[config.mk]
export PLATFORM = sky130hd
export DESIGN_NAME = arbitrate
export DESIGN_NICKNAME = d
export VERILOG_FILES = /design/src/rtl/arbitrate.sv
export SDC_FILE = /design/constraint.sdc
export NUM_CORES = 1
export LEC_CHECK = 0
export ABC_AREA = 1
export CORE_MARGIN = 4
export CORE_UTILIZATION = 43
export CTS_CLUSTER_SIZE = 28
export DETAILED_ROUTE_END_ITERATION = 16
export GPL_ROUTABILITY_DRIVEN = 1
export MAX_ROUTING_LAYER = met4
export PLACE_DENSITY = 0.86
export RECOVER_POWER = 100
export SLEW_MARGIN = 40
export SYNTH_ARGS = -nofsm -noshare
export SYNTH_HDL_FRONTEND = slang
export SYNTH_SLANG_ARGS = --single-unit
[constraint.sdc]
create_clock -name clk -period 5.65 [get_ports clk]
set_input_delay 1.13 -clock clk [delete_from_list [all_inputs] [get_ports clk]]
set_output_delay 1.13 -clock clk [all_outputs]
set_load 0.01 [all_outputs]
[src/rtl/arbitrate.sv]
// Round-robin N-to-1 stream arbiter: merges N valid/ready streams into one
// registered output stream tagged {index, data}.
module arbitrate #(
    parameter int W = 16,
    parameter int N = 4
) (
    input  logic                   clk,
    input  logic                   rst,
    input  logic [N-1:0]           s_valid,
    input  logic [N*W-1:0]         s_data,
    output logic [N-1:0]           s_ready,
    output logic                   m_valid,
    output logic [W+$clog2(N)-1:0] m_data,
    input  logic                   m_ready
);

    localparam int IW = $clog2(N);

    logic [IW-1:0] ptr;
    logic [IW-1:0] grant_idx;
    logic [IW:0]   scan;
    logic          found;
    logic          open;
    logic [W-1:0]  s_word [N];

    for (genvar i = 0; i < N; i++) begin : g_unpack
        assign s_word[i] = s_data[i*W +: W];
    end

    // The output register can take a new word when empty or draining this cycle.
    assign open = !m_valid || m_ready;

    // Scan ptr, ptr+1, ... with an explicit wrap so non-power-of-two N works.
    always_comb begin
        // NOTE: every variable gets a default before any branch so no latch is inferred.
        found     = 1'b0;
        grant_idx = '0;
        scan      = '0;
        for (int k = 0; k < N; k++) begin
            scan = {1'b0, ptr} + (IW+1)'(k);
            if (scan >= (IW+1)'(N)) begin
                scan = scan - (IW+1)'(N);
            end
            if (!found && s_valid[scan[IW-1:0]]) begin
                found     = 1'b1;
                grant_idx = scan[IW-1:0];
            end
        end
    end

    // Reset is folded in so no producer sees a grant during the reset cycle.
    always_comb begin
        s_ready = '0;
        if (rst && open && found) begin
            s_ready = N'(1) << grant_idx;
        end
    end

    always_ff @(posedge clk) begin
        // NOTE: sequential state uses non-blocking assignments so all registers update together.
        if (!rst) begin
            m_valid <= 1'b0;
            m_data  <= '0;
            ptr     <= '0;
        end else if (open) begin
            if (found) begin
                m_valid <= 1'b1;
                m_data  <= {grant_idx, s_word[grant_idx]};
                ptr     <= (grant_idx == IW'(N-1)) ? '0 : grant_idx + IW'(1);
            end else begin
                m_valid <= 1'b0;
            end
        end
    end

endmodule
; Word-level counts from Yosys, hierarchy flattened
; Index checks and enable logic that the tools add are counted.
; Widths: inputs -> output; s select.
[totals]
regBits = 21
output_inout_bits = 23
wordCells = 60
input_bits = 71
[op_classes]
add_sub_neg = 8
shifts = 1
reduce_logical = 11
n_mux = 26
bitwise = 1
eq_ne = 1
magnitude_cmp = 9
[op_table]
columns = op, count
row1 = $bmux 16 s2, 1
row2 = $mux 16, 2
row3 = $mux 2, 9
row4 = $ge 3x3->1 const B, 4
row5 = $lt 2x3->1 const B, 4
row6 = $mux 1, 9
row7 = $bmux 1 s2, 4
row8 = $sub 2x1->2 const B, 4
row9 = $add 2x2->3 const B, 2
row10 = $logic_and 1x1->1, 5
row11 = $logic_not 1->1, 4
row12 = $mux 4, 1
row13 = $shl 1x2->4 const A, 1
row14 = $add 2x1->3 const B, 1
row15 = $ge 2x3->1 const B, 1
row16 = $not 2->3, 1
row17 = $add 2x1->2 const B, 1
row18 = $eq 2x2->1 const B, 1
row19 = $reduce_and 2->1, 1
row20 = $logic_or 1x1->1, 1

; Depth between registers and ports, before layout
[logic_depth]
word_depth = 18
mapped_depth = 16
mapped_depth_nobuf = 15

; Worst setup path after synthesis
; No wires, ideal clock.
[synth_path]
path_kind = input-to-output
startpoint = input s_valid[3]
endpoint = output s_ready[2]
path_stages = 11
arrival_ps = 2388
path_buffers = 1
required_ps = 4520
setup_slack_ps = 2132
cell_sequence = inv_1 nand2_1 nand3_1 nand2_2 nor2_4 nand3_1 nand3_2 buf_4 ha_1 inv_1 nor2_1
[synth_between]
elab_chain_cells = 14
word_cells_on_any_way = 25
classes_between = shift: 1 / mux: 17 / reduce/logical: 7
[synth_lines]
columns = element, line
row1 = "start, declared", 9  ; input logic [N-1:0] s_valid,
row2 = $bmux 1 s2, 44  ; if (!found && s_valid[scan[IW-1:0]]) begin
row3 = $mux 1 (not written as such), 44
row4 = $mux 1, 44
row5 = $logic_not 1->1, 44
row6 = $logic_and 1x1->1, 44
row7 = $mux 1, 44
row8 = $logic_not 1->1, 44
row9 = $logic_and 1x1->1, 44
row10 = $mux 1, 44
row11 = $logic_not 1->1, 44
row12 = $logic_and 1x1->1, 44
row13 = $mux 2 or $mux 1 (tied branches), 44
row14 = $shl 1x2->4 or $logic_and 1x1->1 (tied branches), "55, 54"
row15 = $mux 4 *, 54  ; if (rst && open && found) begin
row16 = "end, declared", 11  ; output logic [N-1:0] s_ready,
; Mark *: on every way between the ends. The rest lies on a longest branch, timed or not. The select of a mux whose other input is x is not followed.

; Final worst setup path
[layout_path]
startpoint = input s_valid[2]
endpoint = output s_ready[3]
; The elaborated chain is that of the path after synthesis.

==> metrics.txt <==
largest area contributor in the netlist dfxtp_1; # port buffers a little over 90; drc violations 0; most common cell in the netlist nand2_1; Final WS setup 0.630 ns; simple-gate portion of the synthesized area ~54%; grt total ovfl 0; Max Freq about 0.2 GHz; via count 2,292; Finished Layout Cells 462; crit path DAT 3.89 ns; post-CTS sizing 0; RePlAce Congestion 0.916; post-synthesis compound-gate area fraction 5.45%; maximum root-to-sink buffer count 2; post-synthesis sequential area ratio 22.9%; clock sinks 21; xor-xnor portion of the synthesized cell area 0%; unrepaired setup endpoints after global routing false; Ys Warns 0; synthesized area per cell 5.60 um2; Max IR drop VDD between 300 and 400 uV; hold-fix buffer count after cts 0; setup TNS 0 ns; Gate Count Post-Synth 328; count of cell types in the netlist 22; P&R area growth vs syn 52.0%; Main synth FF type dfxtp_1; setup violators final 0; Worst Clk Skew 0.00257 ns; adder-cell share of the synthesized area 1.36%; Post CTS Setup Buffer Count 0; largest family of logic cells by synthesized area simple AND/OR/NAND/NOR gates; layout cell share with drive strength beyond 1 4.13%; GR Util All Layers approximately 22%; Post-synth EDFFs 0; synthesized cell area 0.00184 mm2; Fin. Hold Viols 0; Highest Signal Layer met4; Final period util 88.9%; FF+latch count, synth 21; Worst-path clk slew 0.08 ns; largest net degree at the start of global routing 35; post-synthesis mux area share 0%; maxcap violations 0; H-tree level count 1; CP Launch Type input pin; fraction of registers with async set/reset 0%; Commonest cells post-synth 91 x nand2_1, 50 x inv_1, 50 x nand3_1, 41 x nor2_1; final wirelength roughly 5.8 mm; fin. max-slew vios 0; Seq. cell area 420 um2; vias in the first global route between 2k and 2.5k; pwr dens 548 mW/mm2; Worst Path Required ~4.5 ns; area share of the largest cell type after synthesis 22.9%; Ports 94; # diodes 0; WL met2 between 2 and 3 mm; max_slew headroom 9.04%; WL per Instance 12.6 um; critical path class in2out; placed wire-length estimate 4.39 mm; Pwr Total 0.00153 W; M1 wire length 2.43 mm; Crit Path Max Fanout 22; DP Cell Count 458; FILL cells 365; post-route minimum period ~5.0 ns; Starting Density between 40% and 50%; Core Box Area around 0.0041 mm2; Synth area leaders dfxtp_1 23%, nand2_1 19%, nand3_1 14%; syn_nets 401; Via density 4.96; metal3 WL 450 um; standby leakage power roughly 1.5 nW; DRT Pass-1 Iters 4; footprint of the multi-input gates roughly 0.0011 mm2; CTS Buf Count 3; slew of the pin with the lowest slew margin between 1 and 1.5 ns; number of cell rows 23; fin nets ~490; TritonCTS clock tree yes; initial antenna violation count 0; Antenna Nets Post-Route 0; first-pass GRT wire length 9.34 mm; Hold Path Class reg2reg; Setup crit end kind primary output; pre-CTS WS 0.878 ns; Die Area 0.00538 mm2; Die Width 73.4 um; status finished, final reports clean; 1st-iter DRT viols 183; height of the die 73.4 um; clk_lat worst skew approximately 0.26 ns; Clock Tree Root clkbuf_8
==> worst max-delay path, cell delays in order <==
cell	delay, ns
dlygate4sd3_1	0.54
inv_1	0.05
nand2_1	0.08
nand3_1	0.13
nand2_2	0.15
inv_1	0.07
nand3_1	0.08
buf_4	0.25
nand3_1	0.27
inv_2	0.29
ha_1	0.19
inv_1	0.04
nor2_1	0.08
clkdlybuf4s50_1	0.54
==> cells by family after synthesis <==
logic type / after synthesis
AOI/OAI and AO/OA: 19
adders and majority gates: 2
buffers and inverters: 72
DFF: 21
and+or+nand+nor: 214
==> routing by layer <==
| metal | vias up | global-route usage (%) |
|---|---|---|
| li1 | 1205 | - |
| met1 | 1003 | 27.0 |
| met2 | 76 | 37.1 |
| met3 | 8 | 4.79 |
| met4 | 0 | 5.63 |
| met5 | - | - |
==> final cells by class <==
| cell class | count | area share (%) |
|---|---|---|
| clock buffers | 4 | 1.61 |
| inverters | 54 | 7.35 |
| multi-input cells | 235 | 39.2 |
| flip-flops and latches | 21 | 15.1 |
| well taps | 50 | 2.24 |
| repair buffers | 98 | 34.6 |
==> placed cells by master, fill, tap and decap left out, types with 3 or more instances in the layout <==
cell type / count
inv_1: 50
clkbuf_8: 3
clkdlybuf4s50_1: 71
o21ai_0: 14
nand3_1: 51
dlygate4sd3_1: 22
nor2_1: 41
nand4_1: 21
buf_4: 4
dfxtp_1: 21
a21oi_1: 3
nand2_1: 92
==> power breakdown <==
group          total (W)  leakage, nW  internal (W)  switching [W]
clock           0.000104       0.0228     0.0000504      0.0000535
combinational    0.00118         1.28      0.000442       0.000739
sequential      0.000244        0.175      0.000209      0.0000349
==> per-stage QoR <==
step,instance area [um2],hold slack (ns),util [%]
after floorplan,1840,0.527,-
after global placement,2770,0.493,68.1
after detailed placement,2770,0.502,68.1
after global routing,2790,0.560,68.8
final,2790,0.528,68.8
after CTS,2810,0.524,69.3
==> sequential cells by signal, summed over array words and instances, names as in the netlist <==
name and count:
m_valid 1, m_data 18, ptr 2
==> worst paths after layout <==
check,from,to,slack (ns),depth (start not counted)
max,s_valid[2],s_ready[3],0.63,14
min,m_data[7]$_SDFFE_PN0P_,m_data[7]$_SDFFE_PN0P_,0.53,2
max reg2reg,ptr[0]$_SDFFE_PN0P_,m_data[9]$_SDFFE_PN0P_,2.59,12
min reg2reg,m_data[7]$_SDFFE_PN0P_,m_data[7]$_SDFFE_PN0P_,0.53,2
No activity file was read; power rests on OpenSTA's default activity.
